`src/rtl/gfx_pkg.sv`:
```
// GFX register map, control/status bit positions and the command queue entry layout.
package gfx_pkg;

  localparam int GFX_CONTROL_IDX      = 0;
  localparam int GFX_STATUS_IDX       = 1;
  localparam int GFX_DEST_PIXEL_X_IDX = 14;
  localparam int GFX_DEST_PIXEL_Y_IDX = 15;
  localparam int GFX_DEST_PIXEL_Z_IDX = 16;
  localparam int GFX_COLOR0_IDX       = 33;

  localparam int GFX_CTRL_CHAR            = 0;
  localparam int GFX_CTRL_RECT            = 8;
  localparam int GFX_CTRL_LINE            = 9;
  localparam int GFX_CTRL_TRI             = 10;
  localparam int GFX_CTRL_CURVE           = 11;
  localparam int GFX_CTRL_FORWARD_POINT   = 18;
  localparam int GFX_CTRL_TRANSFORM_POINT = 19;
  localparam int GFX_CTRL_IRQ_EN          = 31;

  localparam int GFX_STAT_BUSY      = 0;
  localparam int GFX_STAT_IRQ       = 1;
  localparam int GFX_STAT_OVF       = 2;
  localparam int GFX_STAT_LEVEL_LSB = 8;
  localparam int GFX_STAT_LEVEL_W   = 5;

  localparam logic [31:0] GFX_START_MASK =
      (32'd1 << GFX_CTRL_CHAR)  | (32'd1 << GFX_CTRL_RECT)  |
      (32'd1 << GFX_CTRL_LINE)  | (32'd1 << GFX_CTRL_TRI)   |
      (32'd1 << GFX_CTRL_CURVE) | (32'd1 << GFX_CTRL_FORWARD_POINT) |
      (32'd1 << GFX_CTRL_TRANSFORM_POINT);

  typedef struct packed {
    logic [31:0] color0;
    logic [31:0] dest_z;
    logic [31:0] dest_y;
    logic [31:0] dest_x;
    logic [31:0] ctrl;
  } gfx_cmd_t;

  // Byte-lane merge of a 32-bit register; only lanes 0..3 exist in a register.
  function automatic logic [31:0] gfx_merge(input logic [31:0] old,
                                            input logic [31:0] wdat,
                                            input logic [3:0]  sel);
    logic [31:0] m;
    for (int b = 0; b < 4; b++) m[8*b +: 8] = {8{sel[b]}};
    return (old & ~m) | (wdat & m);
  endfunction

endpackage

```
`src/rtl/gfx_cmd_fifo.sv`:
```
// Command queue: flop storage with level counter; head comes from storage, never from data_i.
module gfx_cmd_fifo #(
  parameter int W     = 160,
  parameter int DEPTH = 4,
  parameter int LVL_W = $clog2(DEPTH + 1)
) (
  input  logic             clk_i,
  input  logic             rst_i,
  input  logic             push_i,
  input  logic [W-1:0]     data_i,
  input  logic             pop_i,
  output logic             valid_o,
  output logic             full_o,
  output logic [LVL_W-1:0] level_o,
  output logic [W-1:0]     head_o
);
  localparam int PTR_W = $clog2(DEPTH);

  logic [DEPTH-1:0][W-1:0] mem;
  logic [PTR_W-1:0]        rd_ptr, wr_ptr;
  logic [LVL_W-1:0]        level;
  logic                    push, pop;

  assign valid_o = (level != '0);
  assign full_o  = (level == LVL_W'(DEPTH));
  assign push    = push_i & ~full_o;
  assign pop     = pop_i & valid_o;
  assign level_o = level;
  assign head_o  = mem[rd_ptr];

  // DEPTH is a power of two, so pointer overflow is the wrap.
  always_ff @(posedge clk_i) begin
    if (rst_i) begin
      mem    <= '0;
      rd_ptr <= '0;
      wr_ptr <= '0;
      level  <= '0;
    end else begin
      if (push) begin
        mem[wr_ptr] <= data_i;
        wr_ptr      <= wr_ptr + PTR_W'(1);
      end
      if (pop) rd_ptr <= rd_ptr + PTR_W'(1);
      if (push & ~pop)      level <= level + LVL_W'(1);
      else if (pop & ~push) level <= level - LVL_W'(1);
    end
  end

endmodule

```
`src/rtl/gfx_cmd_regfile.sv`:
```
// GFX register block: bus slave over the register map, live register image, and a
// command queue fed by start writes to CONTROL.
module gfx_cmd_regfile
  import gfx_pkg::*;
#(
  parameter int DATA_W = 64,
  parameter int ADDR_W = 9,
  parameter int NREG   = 51,
  parameter int QDEPTH = 4
) (
  input  logic                clk_i,
  input  logic                rst_i,
  input  logic                cs_i,
  input  logic                we_i,
  input  logic [DATA_W/8-1:0] sel_i,
  input  logic [ADDR_W-1:0]   adr_i,
  input  logic [DATA_W-1:0]   dat_i,
  output logic [DATA_W-1:0]   dat_o,
  output logic                ack_o,
  output logic [NREG*32-1:0]  regs_o,
  output logic                cmd_valid_o,
  input  logic                cmd_ready_i,
  output logic [159:0]        cmd_o,
  input  logic                engine_busy_i,
  output logic                irq_o
);
  localparam int OFFS  = $clog2(DATA_W / 8);
  localparam int IDX_W = ADDR_W - OFFS;
  localparam int LVL_W = $clog2(QDEPTH + 1);

  logic [NREG-1:0][31:0] regs_q;
  logic                  irq_q, ovf_q, busy_q;
  logic [IDX_W-1:0]      idx;
  logic [31:0]           wdata, ctrl_new, status, rd_data;
  logic                  acc, wr, ctrl_wr, stat_wr, start, stall, push, done;
  logic                  fifo_full, pop, busy, irq_set;
  logic [LVL_W-1:0]      level;
  gfx_cmd_t              push_cmd;
  logic                  unused_ok;

  assign idx     = adr_i[ADDR_W-1:OFFS];
  assign wdata   = dat_i[31:0];
  // ack_o high blocks resampling, so a held cs_i cannot double-ack.
  assign acc     = cs_i & ~ack_o;
  assign wr      = acc & we_i;
  assign ctrl_wr = wr & (int'(idx) == GFX_CONTROL_IDX);
  assign stat_wr = wr & (int'(idx) == GFX_STATUS_IDX);

  assign ctrl_new = gfx_merge(regs_q[GFX_CONTROL_IDX], wdata, sel_i[3:0]);
  assign start    = ctrl_wr & (|(ctrl_new & GFX_START_MASK));
  // A start into a full queue is neither acked nor applied until a slot frees.
  assign stall    = start & fifo_full;
  assign push     = start & ~fifo_full;
  assign done     = acc & ~stall;

  assign push_cmd = '{color0: regs_q[GFX_COLOR0_IDX],
                      dest_z: regs_q[GFX_DEST_PIXEL_Z_IDX],
                      dest_y: regs_q[GFX_DEST_PIXEL_Y_IDX],
                      dest_x: regs_q[GFX_DEST_PIXEL_X_IDX],
                      ctrl:   ctrl_new};

  assign pop     = cmd_valid_o & cmd_ready_i;
  assign busy    = engine_busy_i | cmd_valid_o;
  assign irq_set = busy_q & ~busy & regs_q[GFX_CONTROL_IDX][GFX_CTRL_IRQ_EN];
  assign irq_o   = irq_q;

  gfx_cmd_fifo #(
    .W     ($bits(gfx_cmd_t)),
    .DEPTH (QDEPTH),
    .LVL_W (LVL_W)
  ) u_fifo (
    .clk_i   (clk_i),
    .rst_i   (rst_i),
    .push_i  (push),
    .data_i  (push_cmd),
    .pop_i   (pop),
    .valid_o (cmd_valid_o),
    .full_o  (fifo_full),
    .level_o (level),
    .head_o  (cmd_o)
  );

  always_comb begin
    status = '0;
    status[GFX_STAT_BUSY] = busy;
    status[GFX_STAT_IRQ]  = irq_q;
    status[GFX_STAT_OVF]  = ovf_q;
    status[GFX_STAT_LEVEL_LSB +: GFX_STAT_LEVEL_W] = GFX_STAT_LEVEL_W'(level);
  end

  always_comb begin
    rd_data = '0;
    for (int k = 0; k < NREG; k++)
      if (int'(idx) == k) rd_data = (k == GFX_STATUS_IDX) ? status : regs_q[k];
  end

  for (genvar k = 0; k < NREG; k++) begin : g_img
    if (k == GFX_STATUS_IDX) begin : g_stat
      assign regs_o[32*k +: 32] = status;
    end else begin : g_reg
      assign regs_o[32*k +: 32] = regs_q[k];
    end
  end

  always_ff @(posedge clk_i) begin
    if (rst_i) begin
      regs_q <= '0;
      ack_o  <= 1'b0;
      dat_o  <= '0;
      irq_q  <= 1'b0;
      ovf_q  <= 1'b0;
      busy_q <= 1'b0;
    end else begin
      ack_o  <= done;
      busy_q <= busy;
      if (done & ~we_i) dat_o <= DATA_W'(rd_data);
      if (done & we_i) begin
        for (int k = 0; k < NREG; k++)
          if (int'(idx) == k && k != GFX_STATUS_IDX)
            regs_q[k] <= (k == GFX_CONTROL_IDX) ? (ctrl_new & ~GFX_START_MASK)
                                                : gfx_merge(regs_q[k], wdata, sel_i[3:0]);
      end
      // Set beats a same-cycle clear for both sticky flags.
      if (irq_set)                                        irq_q <= 1'b1;
      else if (stat_wr & sel_i[0] & wdata[GFX_STAT_IRQ])  irq_q <= 1'b0;
      if (stall)                                          ovf_q <= 1'b1;
      else if (stat_wr & sel_i[0] & wdata[GFX_STAT_OVF])  ovf_q <= 1'b0;
    end
  end

  assign unused_ok = ^{dat_i, sel_i, adr_i, regs_q[GFX_STATUS_IDX]};

endmodule

```
`config.mk`:
```
export PLATFORM = sky130hd
export DESIGN_NAME = gfx_cmd_regfile
export DESIGN_NICKNAME = d
export VERILOG_FILES = /design/src/rtl/gfx_pkg.sv /design/src/rtl/gfx_cmd_fifo.sv /design/src/rtl/gfx_cmd_regfile.sv
export SDC_FILE = /design/constraint.sdc
export NUM_CORES = 2
export LEC_CHECK = 0
export CAP_MARGIN = 20
export CELL_PAD_IN_SITES_DETAIL_PLACEMENT = 1
export CELL_PAD_IN_SITES_GLOBAL_PLACEMENT = 1
export CORE_AREA = 2 2 747 749
export CTS_BUF_LIST = sky130_fd_sc_hd__clkbuf_16
export DETAILED_ROUTE_END_ITERATION = 7
export DIE_AREA = 0 0 749 751
export GPL_TIMING_DRIVEN = 0
export PLACE_DENSITY = 0.42
export RECOVER_POWER = 50
export SLEW_MARGIN = 20
export SYNTH_ARGS = -nofsm -noshare
export SYNTH_HDL_FRONTEND = slang
export SYNTH_SLANG_ARGS = --single-unit
```
`constraint.sdc`:
```
create_clock -name clk_i -period 5.95 [get_ports clk_i]
set_input_delay 0.595 -clock clk_i [delete_from_list [all_inputs] [get_ports clk_i]]
set_output_delay 0.595 -clock clk_i [all_outputs]
set_load 0.01 [all_outputs]
```
# Yosys cells after proc, flatten, opt, wreduce, memory -nomap -nowiden
# Index checks and enable logic that the tools add are counted.
[op_classes] n_addsub=4 magnitude_cmp=3 eq_ne=51 muxes=62 bitwise=130 n_reduce_logical=57
[op_table] operator="bitwise AND 32 bit" count=51
[op_table] operator="two-way mux 32 bit" count=51
[op_table] operator="bitwise OR 32 bit" count=50
[op_table] operator="bitwise mux 640 bit" count=1
[op_table] operator="binary-select mux 160 bit (select 2 bit)" count=1
[op_table] operator="demux 160 bit (select 2 bit)" count=1
[op_table] operator="two-way mux 160 bit" count=2
[op_table] operator="equality test 6 bit (second input constant)" count=32
[op_table] operator="AND reduction 2 bit" count=50
[op_table] operator="equality test 6 x 5 -> 1 bit (second input constant)" count=11
[op_table] operator="NOT 32 bit" count=1
[op_table] operator="equality test 6 x 4 -> 1 bit (second input constant)" count=4
[op_table] operator="bitwise AND 1 bit" count=20
[op_table] operator="equality test 6 x 3 -> 1 bit (second input constant)" count=2
[op_table] operator="NOT 1 bit" count=7
[op_table] operator="OR reduction 7 bit" count=1
[op_table] operator="equality test 6 x 2 -> 1 bit (second input constant)" count=1
[op_table] operator="zero test 6 bit" count=1
[op_table] operator="less-than comparator 2 x 3 -> 1 bit (second input constant)" count=2
[op_table] operator="two-way mux 3 bit" count=2
[op_table] operator="nonzero test 2 bit" count=3
[op_table] operator="adder 2 x 1 -> 2 bit (second input constant)" count=2
[op_table] operator="two-way mux 1 bit" count=4
[op_table] operator="adder 3 x 1 -> 3 bit (second input constant)" count=1
[op_table] operator="other kinds (6)" count=6
[word_totals] register_bits=2276 in_bits=87 out_inout_bits=1859 wordCells=369

# Logic depth before layout (Yosys ltp)
[depth] ltp_word=52 mapped_depth=13 ltp_nobuf=9

# By module
# Synthesis repeated with hierarchy kept, for this count alone.
[hier_totals] hier_cells=12058 area_unflattened_um2=100441.3
[by_module_without_submodules] mod="gfx_cmd_regfile" n_inst=1 cells_per_inst=9574 area_each_um2=71233.3 seq_area_each_um2=32611.3
[by_module_without_submodules] mod="gfx_cmd_fifo" n_inst=1 cells_per_inst=2484 area_each_um2=29208.0 seq_area_each_um2=12952.4

# Worst setup path before layout
# Ideal clock, no wire load.
[synth_path] path_type="input to register" start="in adr_i[5]" end="reg u_fifo.level[2], in the netlist u_fifo.level_o[2]" setup_time_ps=70 t_arrival_ps=2934 t_required_ps=5880 slack_ps=2945 path_stages=12 n_path_buf=3 cell_sequence="buf_2 > buf_4 > nor4_1 > nand3_1 > nor3b_1 > buf_2 > ha_1 > inv_1 > fa_1 > xor2_1 > or3_1 > a21oi_1"
[synth_via] elab_chain_cells=8 word_cells_on_any_way=10 classes_between="mux: 1; bitwise: 7; reduce/logical: 2"
[synth_lines] item="from (decl)" line_no="gfx_cmd_regfile.sv:16" text="input logic [ADDR_W-1:0] adr_i,"
[synth_lines] item="zero test 6 bit (*)" line_no="gfx_cmd_regfile.sv:46" text="assign ctrl_wr = wr & (int'(idx) == GFX_CONTROL_IDX);"
[synth_lines] item="bitwise AND 1 bit (*)" line_no="gfx_cmd_regfile.sv:46"
[synth_lines] item="bitwise AND 1 bit (*)" line_no="gfx_cmd_regfile.sv:50" text="assign start = ctrl_wr & (|(ctrl_new & GFX_START_MASK));"
[synth_lines] item="bitwise AND 1 bit (*)" line_no="gfx_cmd_regfile.sv:53" text="assign push = start & ~fifo_full;"
[synth_lines] item="bitwise AND 1 bit (*)" line_no="gfx_cmd_fifo.sv:26" text="assign push = push_i & ~full_o;"
[synth_lines] item="named net u_fifo.push" line_no="gfx_cmd_fifo.sv:22" text="logic push, pop;"
[synth_lines] item="NOT 1 bit" line_no="gfx_cmd_fifo.sv:45" text="else if (pop & ~push) level <= level - LVL_W'(1);"
[synth_lines] item="bitwise AND 1 bit" line_no="gfx_cmd_fifo.sv:45"
[synth_lines] item="nonzero test 2 bit (no source line)"
[synth_lines] item="to (signal assigned)" line_no="gfx_cmd_fifo.sv:44" text="if (push & ~pop) level <= level + LVL_W'(1);"
[synth_lines] item="to (signal assigned)" line_no="gfx_cmd_fifo.sv:45"
[synth_lines] item="to (decl)" line_no="gfx_cmd_fifo.sv:21" text="logic [LVL_W-1:0] level;"
# Mark *: on every way through the listed nets, which the timed path passes. The rest lies on a longest branch.
# A chain may end at the register's enable or synchronous reset.

# Worst setup path after layout
[layout_path] start="in adr_i[3]" end="reg dat_o[10]"
[layout_via] elab_chain_cells=51 word_cells_on_any_way=107 classes_between="eq/ne: 50; mux: 50; bitwise: 6; reduce/logical: 1"
[layout_lines] item="equality test 6 x 2 -> 1 bit"
[layout_lines] item="two-way mux 32 bit (50 in a row)" line_no="gfx_cmd_regfile.sv:94" text="if (int'(idx) == k) rd_data = (k == GFX_STATUS_IDX) ? status : regs_q[k];"
[layout_lines] item="to (signal assigned)" line_no="gfx_cmd_regfile.sv:116" text="if (done & ~we_i) dat_o <= DATA_W'(rd_data);"
[layout_lines] item="to (decl)" line_no="gfx_cmd_regfile.sv:18" text="output logic [DATA_W-1:0] dat_o,"
# Parallel ways exist; a longest one is shown, timed or not.

==> results.md <==
Pwr:
- The static leakage is 49.3 nW.
- The total power is 0.0378 W.
- The cell area power density is 271 nW/um^2.
- Across the VDD grid, the largest voltage drop is 0.208 mV.

Floorplan:
- In this run the standard cell core region covers 555000 sq um.
- Once the floorplan was initialized, standard cells occupied 17.9% of the core.
- The die covers 562000 sq um.
- The number of placement rows is 274.
- The number of top-level pins is 1946.
- The die extent in y is 751 um.
- The die outline width is 749 um.

Synthesis:
- In this run the cell area of the synthesized design comes to 99100 sq um.
- The register bit count reported by yosys is 2276.
- Counting distinct cell types in the post-synthesis netlist gives 93.
- By instance count, the leading cell after synthesis is sky130_fd_sc_hd__nand2_1.
- Counting flops with an async set or reset pin after synthesis yields a share of 0%.
- Synthesis produced a netlist whose cell count is 12700.
- In this run the biggest area consumer among cell types represents 46.0% of the synthesized area.
- The sequential area share after synthesis is 46.0%.
- During synthesis, Yosys emitted a total of 0 warnings.
- Each instance of the synthesized netlist takes up on average 7.83 sq um.
- Summed over all instances, the cell type with the most area after synthesis is sky130_fd_sc_hd__dfxtp_1.
- In this run, synthesis inferred 0 flip-flops with an integrated enable.
- The predominant post-synthesis flop cell is sky130_fd_sc_hd__dfxtp_1.
- Ranked by instance count, the synthesized netlist is headed by 2963 x sky130_fd_sc_hd__nand2_1, 2335 x sky130_fd_sc_hd__a21oi_1, 2276 x sky130_fd_sc_hd__dfxtp_1.
- After synthesis, the cell types taking the most area are sky130_fd_sc_hd__dfxtp_1 46%, sky130_fd_sc_hd__a21oi_1 12%, sky130_fd_sc_hd__nand2_1 11%.

Timing:
- The number of pins exceeding their max-slew limit in the final report is 43.
- The post-route clock skew is 0.0578 ns.
- Setup violations remaining at the end of the flow were counted as 15.
- Dividing the final minimum period by the clock period gives 105%.
- The minimum setup slack in the final design is -0.302 ns.
- In this run the tightest slew margin relative to its limit is -49.3%.
- The final setup TNS is -2.21 ns.
- For this run, the top clock speed supported by timing is 0.160 GHz.
- The post-route minimum period is 6.25 ns.
- The number of endpoints with negative hold slack in the final report is 0.
- For the pin with the worst max-slew slack, the measured transition is 2.24 ns.
- The worst hold slack across all endpoints is 0.264 ns.
- Setup repair after global routing left no endpoint under its margin.

Placed design:
- Buffers placed on the I/O ports in this run total 1805.
- The count of placed standard cells including taps is 22000.
- Routability-driven placement finished with a final weighted congestion of 0.999.
- The final HPWL from detailed placement is 893 mm.

Route:
- Detailed routing placed a total of 481 mm of wire on met2.
- In the final routing, the length of wire on met1 measures 416 mm.
- The number of detailed-route iterations in the first pass is 6.
- The average wire per standard cell is 48.9 um.
- The count of routing violations after the opening detailed-route iteration is 16000.
- In the routed design, unresolved DRC markers number 0.
- The post-detailed-routing wire length is 1110 mm.
- The uppermost layer routed is met5.
- The routed design uses 100 mm of met3 wire.
- The detailed-route vias per instance is 5.46.
- The total via count after detailed routing is 124000.
- Once detail routing completed, the nets flagged for antenna violations numbered 0.

Setup path:
- The source of the worst register-to-register timing path is ack_o$_SDFF_PP0_.
- The largest fanout on the critical path is 10.
- The internal reg-to-reg setup slack is 0.41 ns.
- For the worst flop-to-flop path, the logic depth is 10.
- The type of destination of the critical path is a flip-flop.
- STA puts the critical path data arrival time at 7.14 ns.
- In this design, the critical path's most frequently occurring cell is sky130_fd_sc_hd__buf_4.
- The count of cell instances traversed by the critical path is 13.
- The critical path class is primary input to flip-flop.
- Broken down by cell family, the worst path's largest delay share belongs to buffers and inverters.
- The launching element type of the critical path is a primary input.
- Traced cell by cell, the critical path runs through clkdlybuf4s50_1 -> buf_4 -> buf_4 -> buf_2 -> buf_4 -> buf_6 -> a21oi_1 -> o21ai_0 -> a21boi_0 -> o21ai_0 -> a31oi_1 -> a21oi_1 -> o31ai_1.
- The required time of the critical path is 6.84 ns.
- The buffers plus inverters on the worst setup path is 6.
- The largest individual stage delay along the critical path comes from the cell sky130_fd_sc_hd__a21boi_0.
- The biggest cell delay along the critical path is 0.96 ns.
- The destination of the worst register-to-register timing path is u_fifo.mem[369]$_SDFFE_PP0P_.

Global routing:
- Global routing used 37.6% of the available tracks across all layers.
- After global routing the overflow that remains totals 0.
- The wire length of the first global-routing pass is 1370 mm.
- The number of global-route vias before repair is 116000.
- The number of antenna violations at the first check in global routing was 299.
- Entering global routing, the biggest net connects 13 pins.

CTS:
- The number of H-tree branching levels is 5.
- Clock-pin slew was measured on the worst setup and hold paths at 0.06 ns.
- The tree built by TritonCTS fans out to 2276 sinks.
- The number of buffers added by the clock tree synthesis step is 305.
- The post-CTS setup buffer count is 0.
- The latest clock arrival within the worst-skew pair is 1.01 ns.
- For this design, the CTS-stage hold fixing added 0 buffers.
- No sink is reached through more buffers than the 4 on the longest clock path.
- The root cell of the clock tree is sky130_fd_sc_hd__clkbuf_16.
- The clock tree from TritonCTS is built.

Min path:
- The worst hold path depth is 4.
- The worst hold path begins at sel_i[0].
- The endpoint of the worst hold path is ovf_q$_SDFFE_PP0P_.
- In this run the worst hold path is classified as primary input to flip-flop.

Final layout:
- The area used by multi-input combinational logic is 48700 sq um.
- Across the whole layout, storage elements account for 45600 sq um.
- From synthesis to final layout, the design area changed by 40.5%.
- The layout net count is 15100.
- Cells with a size suffix above 1 make up 9.38% of the layout.
- Once layout is complete, the utilization of the core stands at 25.1%.
- The filler cell count is 65600.
- The non-filler instance count after layout is 22600.

Outcome:
- The final reports fail on capacitance limit, slew limit, setup timing.
- The flow ran to the end, but the final reports show violations.

Job:
- Max-cap violations in this run came to 6.
[final cells by class]
| type | count | area share, % |
|---|---|---|
| Timing Repair Buffer | 1933 | 14.5 |
| Sequential cell | 2276 | 32.7 |
| Antenna cell | 133 | 0.239 |
| Buffer | 1320 | 4.29 |
| Tap cell | 7314 | 6.57 |
| Inverter | 10 | 0.0270 |
| Clock inverter | 228 | 1.22 |
| Clock buffer | 306 | 5.50 |
| Multi-Input combinational cell | 9122 | 35.0 |
[tightest hold or removal path: stages]
cell	delay, ns
sky130_fd_sc_hd__buf_2	0.24
sky130_fd_sc_hd__nand4_1	0.14
sky130_fd_sc_hd__o21ai_0	0.08
sky130_fd_sc_hd__a21oi_1	0.14
[cells in the final DEF, fill, tap and decap left out, types with 20 or more instances in the layout]
master	instances
sky130_fd_sc_hd__mux2i_1	98
sky130_fd_sc_hd__dlygate4sd3_1	1621
sky130_fd_sc_hd__nand2_2	36
sky130_fd_sc_hd__diode_2	133
sky130_fd_sc_hd__clkinv_1	62
sky130_fd_sc_hd__mux4_2	177
sky130_fd_sc_hd__o21ai_1	20
sky130_fd_sc_hd__a211oi_1	165
sky130_fd_sc_hd__clkbuf_16	306
sky130_fd_sc_hd__nand4_1	25
sky130_fd_sc_hd__o211ai_1	27
sky130_fd_sc_hd__buf_6	38
sky130_fd_sc_hd__nand3_1	1630
sky130_fd_sc_hd__clkbuf_2	156
sky130_fd_sc_hd__conb_1	65
sky130_fd_sc_hd__buf_2	228
sky130_fd_sc_hd__dfxtp_1	2276
sky130_fd_sc_hd__clkdlybuf4s50_1	184
sky130_fd_sc_hd__buf_4	146
sky130_fd_sc_hd__clkbuf_1	653
sky130_fd_sc_hd__clkinv_2	38
sky130_fd_sc_hd__buf_1	153
sky130_fd_sc_hd__mux2_2	26
sky130_fd_sc_hd__o22ai_1	160
sky130_fd_sc_hd__a31oi_1	26
sky130_fd_sc_hd__nor3_1	61
sky130_fd_sc_hd__buf_12	22
sky130_fd_sc_hd__o221ai_1	33
sky130_fd_sc_hd__a22oi_1	169
sky130_fd_sc_hd__a222oi_1	25
sky130_fd_sc_hd__inv_1	91
sky130_fd_sc_hd__a221oi_1	57
sky130_fd_sc_hd__nand2_1	2967
sky130_fd_sc_hd__buf_16	31
sky130_fd_sc_hd__a21oi_1	2322
sky130_fd_sc_hd__nor2_1	405
sky130_fd_sc_hd__o21ai_0	200
sky130_fd_sc_hd__and3_1	20
sky130_fd_sc_hd__nor2_2	34
[kinds of logic after synthesis]
logic type	Yosys count	share of synthesized area, %
buffers and inverters	1330	5.81
XOR/XNOR	5	0.0442
other	1	0.00378
flip-flops	2276	46.0
multiplexers	326	5.56
adder cells (fa/ha/maj)	6	0.0833
AND/OR/NAND/NOR	5324	23.1
AO/OA/AOI/OAI	3396	19.4
[per-stage QoR]
stage	setup slack, ns	cell area [sq um]
4_1_cts	0.0479	139000
6_report	-0.302	139000
3_5_place_dp	-2.49	129000
3_3_place_gp	-5.47	127000
2_1_floorplan	2.95	99400
5_1_grt	0.0462	139000
[power by group]
group	total (W)	leakage [nW]	internal [W]	switching [W]
clock	0.0185	4.89	0.0100	0.00847
sequential	0.0154	18.3	0.0153	0.0000988
combinational	0.00393	26.1	0.000735	0.00319
total	0.0378	49.3	0.0260	0.0118
[worst max-delay path by stage]
stage,start,end
floorplan,adr_i[5],u_fifo.level_o[2]$_SDFFE_PP0P_
global placement,adr_i[4],dat_o[1]$_SDFFE_PP0P_
detailed placement,adr_i[4],dat_o[30]$_SDFFE_PP0P_
CTS,adr_i[4],dat_o[30]$_SDFFE_PP0P_
global route,adr_i[3],dat_o[3]$_SDFFE_PP0P_
finish,adr_i[3],dat_o[10]$_SDFFE_PP0P_
[repair_timing]
item,4_1_cts,5_1_grt
hold endpoints to repair,0,0
cloned,0,0
pin swaps,0,0
endpoints found under the setup margin,28,3
gates resized for setup,31,4
[per-layer routing]
| metal | up-vias | track usage, % |
|---|---|---|
| met5 | - | 0 |
| met4 | 74 | 30.1 |
| met3 | 2509 | 10.4 |
| met2 | 8195 | 58.1 |
| met1 | 63800 | 43.8 |
| li1 | 49200 | - |
Power figures use the tool's default switching activity.
